$ cat src/rtl/i2cmb_wb_sequencer.sv
// Wishbone master that turns one I2C read/write request into the iicmb_m_wb
// register sequence, waiting on irq and decoding each CMDR response.
module i2cmb_wb_sequencer #(
    parameter int WB_ADDR_WIDTH = 2,
    parameter int WB_DATA_WIDTH = 8,
    parameter int TIMEOUT       = 65535
) (
    input  logic                     clk_i,
    input  logic                     rst_i,
    input  logic                     req_valid_i,
    output logic                     req_ready_o,
    input  logic                     req_rw_i,
    input  logic [7:0]               req_bus_i,
    input  logic [6:0]               req_addr_i,
    input  logic [3:0]               req_len_i,
    input  logic [7:0]               wr_data_i,
    input  logic                     wr_valid_i,
    output logic                     wr_ready_o,
    output logic [7:0]               rd_data_o,
    output logic                     rd_valid_o,
    output logic                     done_o,
    output logic [1:0]               status_o,
    output logic                     cyc_o,
    output logic                     stb_o,
    output logic                     we_o,
    output logic [WB_ADDR_WIDTH-1:0] adr_o,
    output logic [WB_DATA_WIDTH-1:0] dat_o,
    input  logic [WB_DATA_WIDTH-1:0] dat_i,
    input  logic                     ack_i,
    input  logic                     irq_i
);

    // state       | meaning
    // S_INIT      | write CSR=0xC0 once after reset
    // S_IDLE      | ready for a request
    // S_BUS_*     | DPR=bus, CMDR=Set Bus
    // S_START_CMD | CMDR=Start
    // S_ADDR_*    | DPR={addr,rw}, CMDR=Write
    // S_WR_*      | wait write byte, DPR=byte, CMDR=Write
    // S_RD_CMD    | CMDR=Read ACK/NAK
    // S_RD_DPR    | read DPR, emit byte
    // S_STOP_CMD  | CMDR=Stop
    // S_WAIT_IRQ  | wait for irq with timeout
    // S_RD_CMDR   | read CMDR and decode response
    typedef enum logic [3:0] {
        S_INIT, S_IDLE, S_BUS_DPR, S_BUS_CMD, S_START_CMD, S_ADDR_DPR, S_ADDR_CMD,
        S_WR_WAIT, S_WR_DPR, S_WR_CMD, S_RD_CMD, S_RD_DPR, S_STOP_CMD, S_WAIT_IRQ, S_RD_CMDR
    } state_t;

    typedef enum logic [2:0] {PH_BUS, PH_START, PH_ADDR, PH_DATA, PH_STOP} phase_t;

    localparam logic [WB_ADDR_WIDTH-1:0] A_CSR  = WB_ADDR_WIDTH'(0);
    localparam logic [WB_ADDR_WIDTH-1:0] A_DPR  = WB_ADDR_WIDTH'(1);
    localparam logic [WB_ADDR_WIDTH-1:0] A_CMDR = WB_ADDR_WIDTH'(2);
    localparam logic [15:0]              TMO_LOAD = 16'(TIMEOUT - 1);

    state_t      state_q, state_d;
    phase_t      phase_q, phase_d;
    logic        rw_q;
    logic [7:0]  bus_q;
    logic [6:0]  addr_q;
    logic [3:0]  len_q, cnt_q;
    logic [7:0]  wr_byte_q;
    logic [15:0] tmo_q;
    logic        gap_q;
    logic [1:0]  pend_q, status_q;
    logic        done_q, rd_valid_q;
    logic [7:0]  rd_data_q;

    logic                     wb_req, wb_we;
    logic [WB_ADDR_WIDTH-1:0] wb_adr;
    logic [WB_DATA_WIDTH-1:0] wb_dat;
    logic                     fin, set_nak, cnt_inc, rd_cap;
    logic [1:0]               fin_status;
    logic                     hs, accept, cmd_last;

    // gap_q forces one idle cycle after every ack (and during reset)
    assign hs       = !gap_q && ack_i;
    assign accept   = (state_q == S_IDLE) && req_valid_i;
    assign cmd_last = (cnt_q == len_q - 4'd1);

    always_comb begin
        state_d    = state_q;
        phase_d    = phase_q;
        wb_req     = 1'b0;
        wb_we      = 1'b1;
        wb_adr     = A_CMDR;
        wb_dat     = '0;
        fin        = 1'b0;
        fin_status = 2'b00;
        set_nak    = 1'b0;
        cnt_inc    = 1'b0;
        rd_cap     = 1'b0;
        case (state_q)
            S_INIT: begin
                wb_req = 1'b1; wb_adr = A_CSR; wb_dat = WB_DATA_WIDTH'(8'hC0);
                if (hs) state_d = S_IDLE;
            end
            S_IDLE: if (req_valid_i) state_d = S_BUS_DPR;
            S_BUS_DPR: begin
                wb_req = 1'b1; wb_adr = A_DPR; wb_dat = WB_DATA_WIDTH'(bus_q);
                if (hs) state_d = S_BUS_CMD;
            end
            S_BUS_CMD: begin
                wb_req = 1'b1; wb_dat = WB_DATA_WIDTH'(8'h06);
                if (hs) begin state_d = S_WAIT_IRQ; phase_d = PH_BUS; end
            end
            S_START_CMD: begin
                wb_req = 1'b1; wb_dat = WB_DATA_WIDTH'(8'h04);
                if (hs) begin state_d = S_WAIT_IRQ; phase_d = PH_START; end
            end
            S_ADDR_DPR: begin
                wb_req = 1'b1; wb_adr = A_DPR; wb_dat = WB_DATA_WIDTH'({addr_q, rw_q});
                if (hs) state_d = S_ADDR_CMD;
            end
            S_ADDR_CMD: begin
                wb_req = 1'b1; wb_dat = WB_DATA_WIDTH'(8'h01);
                if (hs) begin state_d = S_WAIT_IRQ; phase_d = PH_ADDR; end
            end
            S_WR_WAIT: if (wr_valid_i) state_d = S_WR_DPR;
            S_WR_DPR: begin
                wb_req = 1'b1; wb_adr = A_DPR; wb_dat = WB_DATA_WIDTH'(wr_byte_q);
                if (hs) state_d = S_WR_CMD;
            end
            S_WR_CMD: begin
                wb_req = 1'b1; wb_dat = WB_DATA_WIDTH'(8'h01);
                if (hs) begin state_d = S_WAIT_IRQ; phase_d = PH_DATA; end
            end
            S_RD_CMD: begin
                wb_req = 1'b1; wb_dat = cmd_last ? WB_DATA_WIDTH'(8'h03) : WB_DATA_WIDTH'(8'h02);
                if (hs) begin state_d = S_WAIT_IRQ; phase_d = PH_DATA; end
            end
            S_RD_DPR: begin
                wb_req = 1'b1; wb_we = 1'b0; wb_adr = A_DPR;
                if (hs) begin
                    rd_cap  = 1'b1;
                    cnt_inc = 1'b1;
                    state_d = cmd_last ? S_STOP_CMD : S_RD_CMD;
                end
            end
            S_STOP_CMD: begin
                wb_req = 1'b1; wb_dat = WB_DATA_WIDTH'(8'h05);
                if (hs) begin state_d = S_WAIT_IRQ; phase_d = PH_STOP; end
            end
            S_WAIT_IRQ: begin
                if (irq_i) state_d = S_RD_CMDR;
                else if (tmo_q == 16'd0) begin fin = 1'b1; fin_status = 2'b11; state_d = S_IDLE; end
            end
            S_RD_CMDR: begin
                wb_req = 1'b1; wb_we = 1'b0;
                if (hs) begin
                    if (dat_i[5]) begin
                        fin = 1'b1; fin_status = 2'b10; state_d = S_IDLE;
                    end else if (dat_i[4]) begin
                        fin = 1'b1; fin_status = 2'b11; state_d = S_IDLE;
                    end else if (phase_q == PH_STOP && (dat_i[6] || dat_i[7])) begin
                        fin = 1'b1; fin_status = pend_q; state_d = S_IDLE;
                    end else if (dat_i[6]) begin
                        set_nak = 1'b1; state_d = S_STOP_CMD;
                    end else if (dat_i[7]) begin
                        case (phase_q)
                            PH_BUS:   state_d = S_START_CMD;
                            PH_START: state_d = S_ADDR_DPR;
                            PH_ADDR:  state_d = (len_q == 4'd0) ? S_STOP_CMD
                                              : (rw_q ? S_RD_CMD : S_WR_WAIT);
                            PH_DATA: begin
                                if (rw_q) state_d = S_RD_DPR;
                                else begin
                                    cnt_inc = 1'b1;
                                    state_d = cmd_last ? S_STOP_CMD : S_WR_WAIT;
                                end
                            end
                            default: begin fin = 1'b1; fin_status = 2'b11; state_d = S_IDLE; end
                        endcase
                    end else begin
                        // a response with no status bit set is treated as a controller error
                        fin = 1'b1; fin_status = 2'b11; state_d = S_IDLE;
                    end
                end
            end
            default: state_d = S_INIT;
        endcase
    end

    always_ff @(posedge clk_i or negedge rst_i) begin
        if (!rst_i) begin
            state_q    <= S_INIT;
            phase_q    <= PH_BUS;
            rw_q       <= 1'b0;
            bus_q      <= '0;
            addr_q     <= '0;
            len_q      <= '0;
            cnt_q      <= '0;
            wr_byte_q  <= '0;
            tmo_q      <= TMO_LOAD;
            gap_q      <= 1'b1;
            pend_q     <= 2'b00;
            status_q   <= 2'b00;
            done_q     <= 1'b0;
            rd_valid_q <= 1'b0;
            rd_data_q  <= '0;
        end else begin
            state_q    <= state_d;
            phase_q    <= phase_d;
            gap_q      <= cyc_o && ack_i;
            done_q     <= fin;
            rd_valid_q <= rd_cap;
            if (fin) status_q <= fin_status;
            if (rd_cap) rd_data_q <= dat_i[7:0];
            if (accept) begin
                rw_q   <= req_rw_i;
                bus_q  <= req_bus_i;
                addr_q <= req_addr_i;
                len_q  <= req_len_i;
                cnt_q  <= 4'd0;
                pend_q <= 2'b00;
            end else begin
                if (cnt_inc) cnt_q <= cnt_q + 4'd1;
                if (set_nak) pend_q <= 2'b01;
            end
            if (state_q == S_WR_WAIT && wr_valid_i) wr_byte_q <= wr_data_i;
            if (state_q != S_WAIT_IRQ) tmo_q <= TMO_LOAD;
            else if (tmo_q != 16'd0) tmo_q <= tmo_q - 16'd1;
        end
    end

    assign cyc_o       = wb_req && !gap_q;
    assign stb_o       = cyc_o;
    assign we_o        = cyc_o && wb_we;
    assign adr_o       = cyc_o ? wb_adr : '0;
    assign dat_o       = (cyc_o && wb_we) ? wb_dat : '0;
    assign req_ready_o = (state_q == S_IDLE);
    assign wr_ready_o  = (state_q == S_WR_WAIT);
    assign rd_data_o   = rd_data_q;
    assign rd_valid_o  = rd_valid_q;
    assign done_o      = done_q;
    assign status_o    = status_q;

endmodule

$ cat config.mk
export PLATFORM = sky130hd
export DESIGN_NAME = i2cmb_wb_sequencer
export DESIGN_NICKNAME = d
export VERILOG_FILES = /design/src/rtl/i2cmb_wb_sequencer.sv
export SDC_FILE = /design/constraint.sdc
export NUM_CORES = 1
export LEC_CHECK = 0
export ABC_AREA = 1
export CELL_PAD_IN_SITES_DETAIL_PLACEMENT = 1
export CELL_PAD_IN_SITES_GLOBAL_PLACEMENT = 2
export CORE_ASPECT_RATIO = 0.8
export CORE_UTILIZATION = 30
export CTS_CLUSTER_DIAMETER = 80
export DETAILED_ROUTE_END_ITERATION = 6
export DONT_BUFFER_PORTS = 1
export PLACE_DENSITY_LB_ADDON = 0.1
export SLEW_MARGIN = 5
export SYNTH_ARGS = -nofsm -noshare
export SYNTH_HDL_FRONTEND = slang
export SYNTH_SLANG_ARGS = --single-unit
$ cat constraint.sdc
create_clock -name clk_i -period 2.97 [get_ports clk_i]
set_input_delay 0.891 -clock clk_i [delete_from_list [all_inputs] [get_ports clk_i]]
set_output_delay 0.891 -clock clk_i [all_outputs]
set_load 0.01 [all_outputs]
After elaboration in Yosys (flattened, before gate mapping):

Cells that the tools add are included.

* add/sub/neg operators: 3
* equality and inequality tests: 35
* mux-type cells: 79
* reductions and logical operators: 27

Operators with widths (number)
* $mux W4: 22
* $pmux W8 S9: 1
* $pmux W4 S10: 1
* $mux W16: 2
* $eq A4 B4 Y1 const B: 7
* $mux W1: 28
* $mux W2: 12
* $ne A2 B2 Y1 const B: 12
* $mux W3: 6
* $eq A4 B3 Y1 const B: 4
* $logic_not A16 Y1: 1
* $pmux W4 S4: 1
* $reduce_bool A16 Y1: 1
* $sub A16 B1 Y16 const B: 1
* $pmux W3 S5: 1
* $reduce_or A12 Y1: 1
* $reduce_and A10 Y1: 1
* $eq A4 B2 Y1 const B: 2
* $logic_not A4 Y1: 2
* $mux W8: 1
* $pmux W2 S2: 2
* $reduce_or A4 Y1: 2
* $logic_and A1 B1 Y1: 7
* $eq A3 B2 Y1 const B: 2
* 18 further kinds: 24

* flip-flop bits (word level): 70
* input port bits: 42
* output and inout bits: 27
* logic and storage cells: 159

Logic depth before layout (Yosys ltp):

* depth after elaboration: 12
* mapped depth: 17
* gate-level depth less buffers: 17

Least setup slack after synthesis:

Ideal clock, no wire load.

* path type: register -> output
* start: reg state_q[3]
* end: out dat_o[2]
* arrival: 1.577 ns
* data required time: 2.079 ns
* slack: 0.502 ns
* stages on the path, launching flop included: 11
* path through: dfrtp_1 > buf_2 > nor2_1 > inv_2 > nor2_1 > nor2_1 > nand3_2 > nand2_2 > inv_2 > nand3_4 > a31oi_1

* word-level cells in the longest chain between the ends: 6
* elaborated cells between the ends (all ways): 21
* those cells by class: eq/ne (11); mux (4); reduce/logical (6)

Ends and longest elaborated chain
* start, declared: RTL line 57 `state_t state_q, state_d;`
* start signal, assigned: RTL line 203 `state_q <= state_d;`
* $eq A4 B4 Y1, or another cell as far along: RTL line 94 `case (state_q)`
* $reduce_or A12 Y1 (no line) *
* $mux W1 *: RTL line 94
* $logic_and A1 B1 Y1 *: RTL line 227 `assign cyc_o = wb_req && !gap_q;`
* net cyc_o: RTL line 23 `output logic cyc_o,`
* $logic_and A1 B1 Y1 *: RTL line 231 `assign dat_o = (cyc_o && wb_we) ? wb_dat : '0;`
* $mux W8 *: RTL line 231
* end, declared: RTL line 27 `output logic [WB_DATA_WIDTH-1:0] dat_o,`

The timed path passes the listed nets; every way through them passes the cells marked *.

Worst setup path in the final report:

* start: reg state_q[2]
* end: out dat_o[1]

* word-level cells in the longest chain between the ends: 6
* elaborated cells between the ends (all ways): 21
* those cells by class: eq/ne (11); mux (4); reduce/logical (6)

Ends and longest elaborated chain
* $eq A4 B4 Y1, or another cell as far along: RTL line 94
* $reduce_or A12 Y1 (no line) *
* $mux W1 *: RTL line 94
* $logic_and A1 B1 Y1 *: RTL line 227
* net cyc_o: RTL line 23
* $logic_and A1 B1 Y1 *
* net we_o: RTL line 25 `output logic we_o,`
* $mux W8 *: RTL line 231

Marks and branches as above.

==> metrics.csv <==
metric,value,unit
clock_path_buffers,2,
cts_root_buf,clkbuf_16,
period_needed,3.005,ns
postCtsHoldBufs,0,
syn_nets,567,
seq_area_frac_synth,0.4493,
place.gp.congestion,0.8325,
synth-main-ff-cell,dfrtp_1,
async_flop_share,1.000,
die_h,103.8,um
clock_power_share,0.270,
dp_hpwl,8642,um
drt-initial-drc-count,178,
htree_levels,3,
wl_per_cell,16.25,um
vdd_ir_drop_max,0.0003336,V
clock_latency,0.34,ns
clkTransAtPathRegs,0.06,ns
antennaDiodeCount,0,
portBuffers,0,
crit_fanout,8,
postSynthCellCount,521,
violations,setup timing,
final_cell_mix,"nand2_1 (155), inv_1 (66), dfrtp_1 (49), nor2_1 (41), nand3_1 (26)",
dieArea,13420,sq um
max_freq,332.8,MHz
yosysTopAreaCell,dfrtp_1,
finalPower,5010,uW
ant_nets,0,
p_int,2929,uW
end_kind,output port,
swShare,0.4154,
first_global_vias,3637,
synth_seq_cells,69,
final_nets,589,
finalHoldWorstSlack,0.2475,ns
pwr-share-comb,0.416,
fill_cells,1488,
io_pins,69,
cts_num_sinks,69,
drc,0,
worst_pin_slew,0.4642,ns
die_x,129.3,um
fin_ws,-0.03501,ns
hold_viol_final,0,
period_share,1.012,
seqPwrFrac,0.314,
first_pass_iters,5,
power.leakage,0.002190,uW
hold_path_class,in -> async,
status,"complete, but fails checks",
numCtsBuffers,9,
grt_pass1_wl,19390,um
cp-start-kind,flip-flop,
slew_headroom,0.6825,
vias,3470,
grt_overflow_total,0,
grt_setup_unrepaired,yes,
ys_types,39,
cap_violations,0,
synth_top_area_share,0.3412,
synthesis.area,3887,sq um
finalSetupTns,-0.1361,ns
crit_required,2.08,ns
setup_viol,7,
synthTopCellsByArea,"dfrtp_1 (34%), nand2_1 (16%), dfstp_2 (11%), inv_1 (6.8%), nor2_1 (4.6%)",
routed_wl,11690,um
antenna_found_initial,0,
avgSynthCellArea,7.462,sq um
cp_data_arrival_time,2.11,ns
crit_type,reg -> out,
core_area,12390,sq um
final_common_cell,nand2_1,
drv_slew,0,
layout-drive-gt1-share,0.2245,
p_sw,2081,uW
grt_max_degree,70,
rows,36,
synthToLayoutAreaGrowth,22.79,%
routed_via_density,4.826,
start_util,0.3138,
skew,0.006769,ns
synth_edf_count,0,
grt.total_usage,0.1884,
yosys_warnings,0,
cts_tree,done,
power_density,1050,nW/um^2
-- cells by family after synthesis --
logic type,count (synthesis),synth area share
buf+inv,91,0.09205
mux,8,0.02317
flops,69,0.4493
compound gates,65,0.1014
simple gates,280,0.3122
xor+xnor,4,0.009011
fa+ha+maj,4,0.01287
-- critical path: stages, from the launching register on --
cell and delay, ns:
dfrtp_2 0.48, inv_2 0.11, nand2_2 0.10, nor2_4 0.14
nor2_4 0.05, nand2_2 0.09, nor2_4 0.05, nand3_2 0.10
nand2_4 0.07, inv_6 0.08, nand3_4 0.21, inv_4 0.15
nand2_2 0.06, inv_2 0.07
-- final cells by class --
cell class | instances | area (sq um) | share of cell area
clock buffers | 10 | 239.0 | 0.05007
clock inverters | 6 | 133.9 | 0.02805
inverters | 83 | 319.1 | 0.06684
multi-input cells | 361 | 1973 | 0.4134
flip-flops and latches | 69 | 1752 | 0.3670
well taps | 171 | 214.0 | 0.04482
repair buffers | 19 | 142.6 | 0.02988
-- synthesized netlist by cell type (2+ instances only) --
cell / number
a211oi_1: 2
a21oi_1: 15
a221oi_1: 3
a31oi_1: 9
and2_1: 2
buf_4: 4
clkbuf_1: 3
dfrtp_1: 53
dfstp_2: 16
ha_1: 4
inv_1: 70
inv_2: 12
mux2_2: 8
nand2_1: 165
nand2_2: 2
nand3_1: 26
nand4_1: 5
nor2_1: 48
nor2_2: 9
nor2_4: 3
nor3_1: 14
o211ai_1: 3
o21ai_0: 23
o21ai_1: 3
o31ai_1: 2
xor2_1: 4
-- flip-flops by register name, indices dropped and copies added, names as in the netlist --
name / cells
tmo_q: 16
bus_q: 8
rd_data_o: 8
wr_byte_q: 8
addr_q: 7
cnt_q: 4
len_q: 4
state_q: 4
phase_q: 3
status_o: 2
done_o: 1
gap_q: 1
pend_q: 1
rd_valid_o: 1
rw_q: 1
-- per-layer routing --
layer | global-route usage | share of wire
met1 | 0.2762 | 0.49
met2 | 0.2742 | 0.44
met3 | 0.04494 | 0.059
met4 | 0.04790 | 0.011
met5 | 0 | 0
-- path summary, 6_finish.rpt --
path	startpoint	endpoint	slack [ns]	depth (start not counted)
setup reg to reg	tmo_q[1]	tmo_q[10]	0.74	14
hold / removal	rst_i	pend_q[0]	0.25	0
max in group asynchronous	rst_i	tmo_q[1]	2.53	0
hold reg to reg	bus_q[3]	bus_q[3]	0.47	2
setup / recovery	state_q[2]	dat_o[1]	-0.04	13
min in group clk_i	bus_q[3]	bus_q[3]	0.47	2
-- per-stage QoR --
stage | setup WS [ns] | cells | cell area [sq um] | utilization
3_5_place_dp | 0.1812 | 690 | 4103 | 0.3312
3_3_place_gp | 0.2535 | 690 | 4103 | 0.3312
6_report | -0.03501 | 719 | 4773 | 0.3854
2_1_floorplan | 0.5018 | 521 | 3887 | -
4_1_cts | -0.01208 | 714 | 4679 | 0.3778
5_1_grt | -0.1170 | 719 | 4773 | 0.3854
-- what timing repair did --
| item | 4_1_cts | 5_1_grt |
|---|---|---|
| setup endpoints to repair | 9 | 9 |
| gates cloned | 0 | 0 |
| buffers inserted | 8 | 5 |
| gates resized for setup | 42 | 10 |
| pin swaps | 8 | 4 |
-- power by group through the flow --
| stage | logic, uW | clock network (uW) | registers [uW] |
|---|---|---|---|
| 2_1_floorplan | 1300 | 0 | 1470 |
| 3_3_place_gp | 1650 | 0 | 1540 |
| 3_5_place_dp | 1690 | 0 | 1550 |
| 4_1_cts | 2000 | 1380 | 1570 |
| 6_report | 2090 | 1350 | 1570 |
| 5_1_grt | 2330 | 1420 | 1620 |
(Power assumes the default switching activity.)
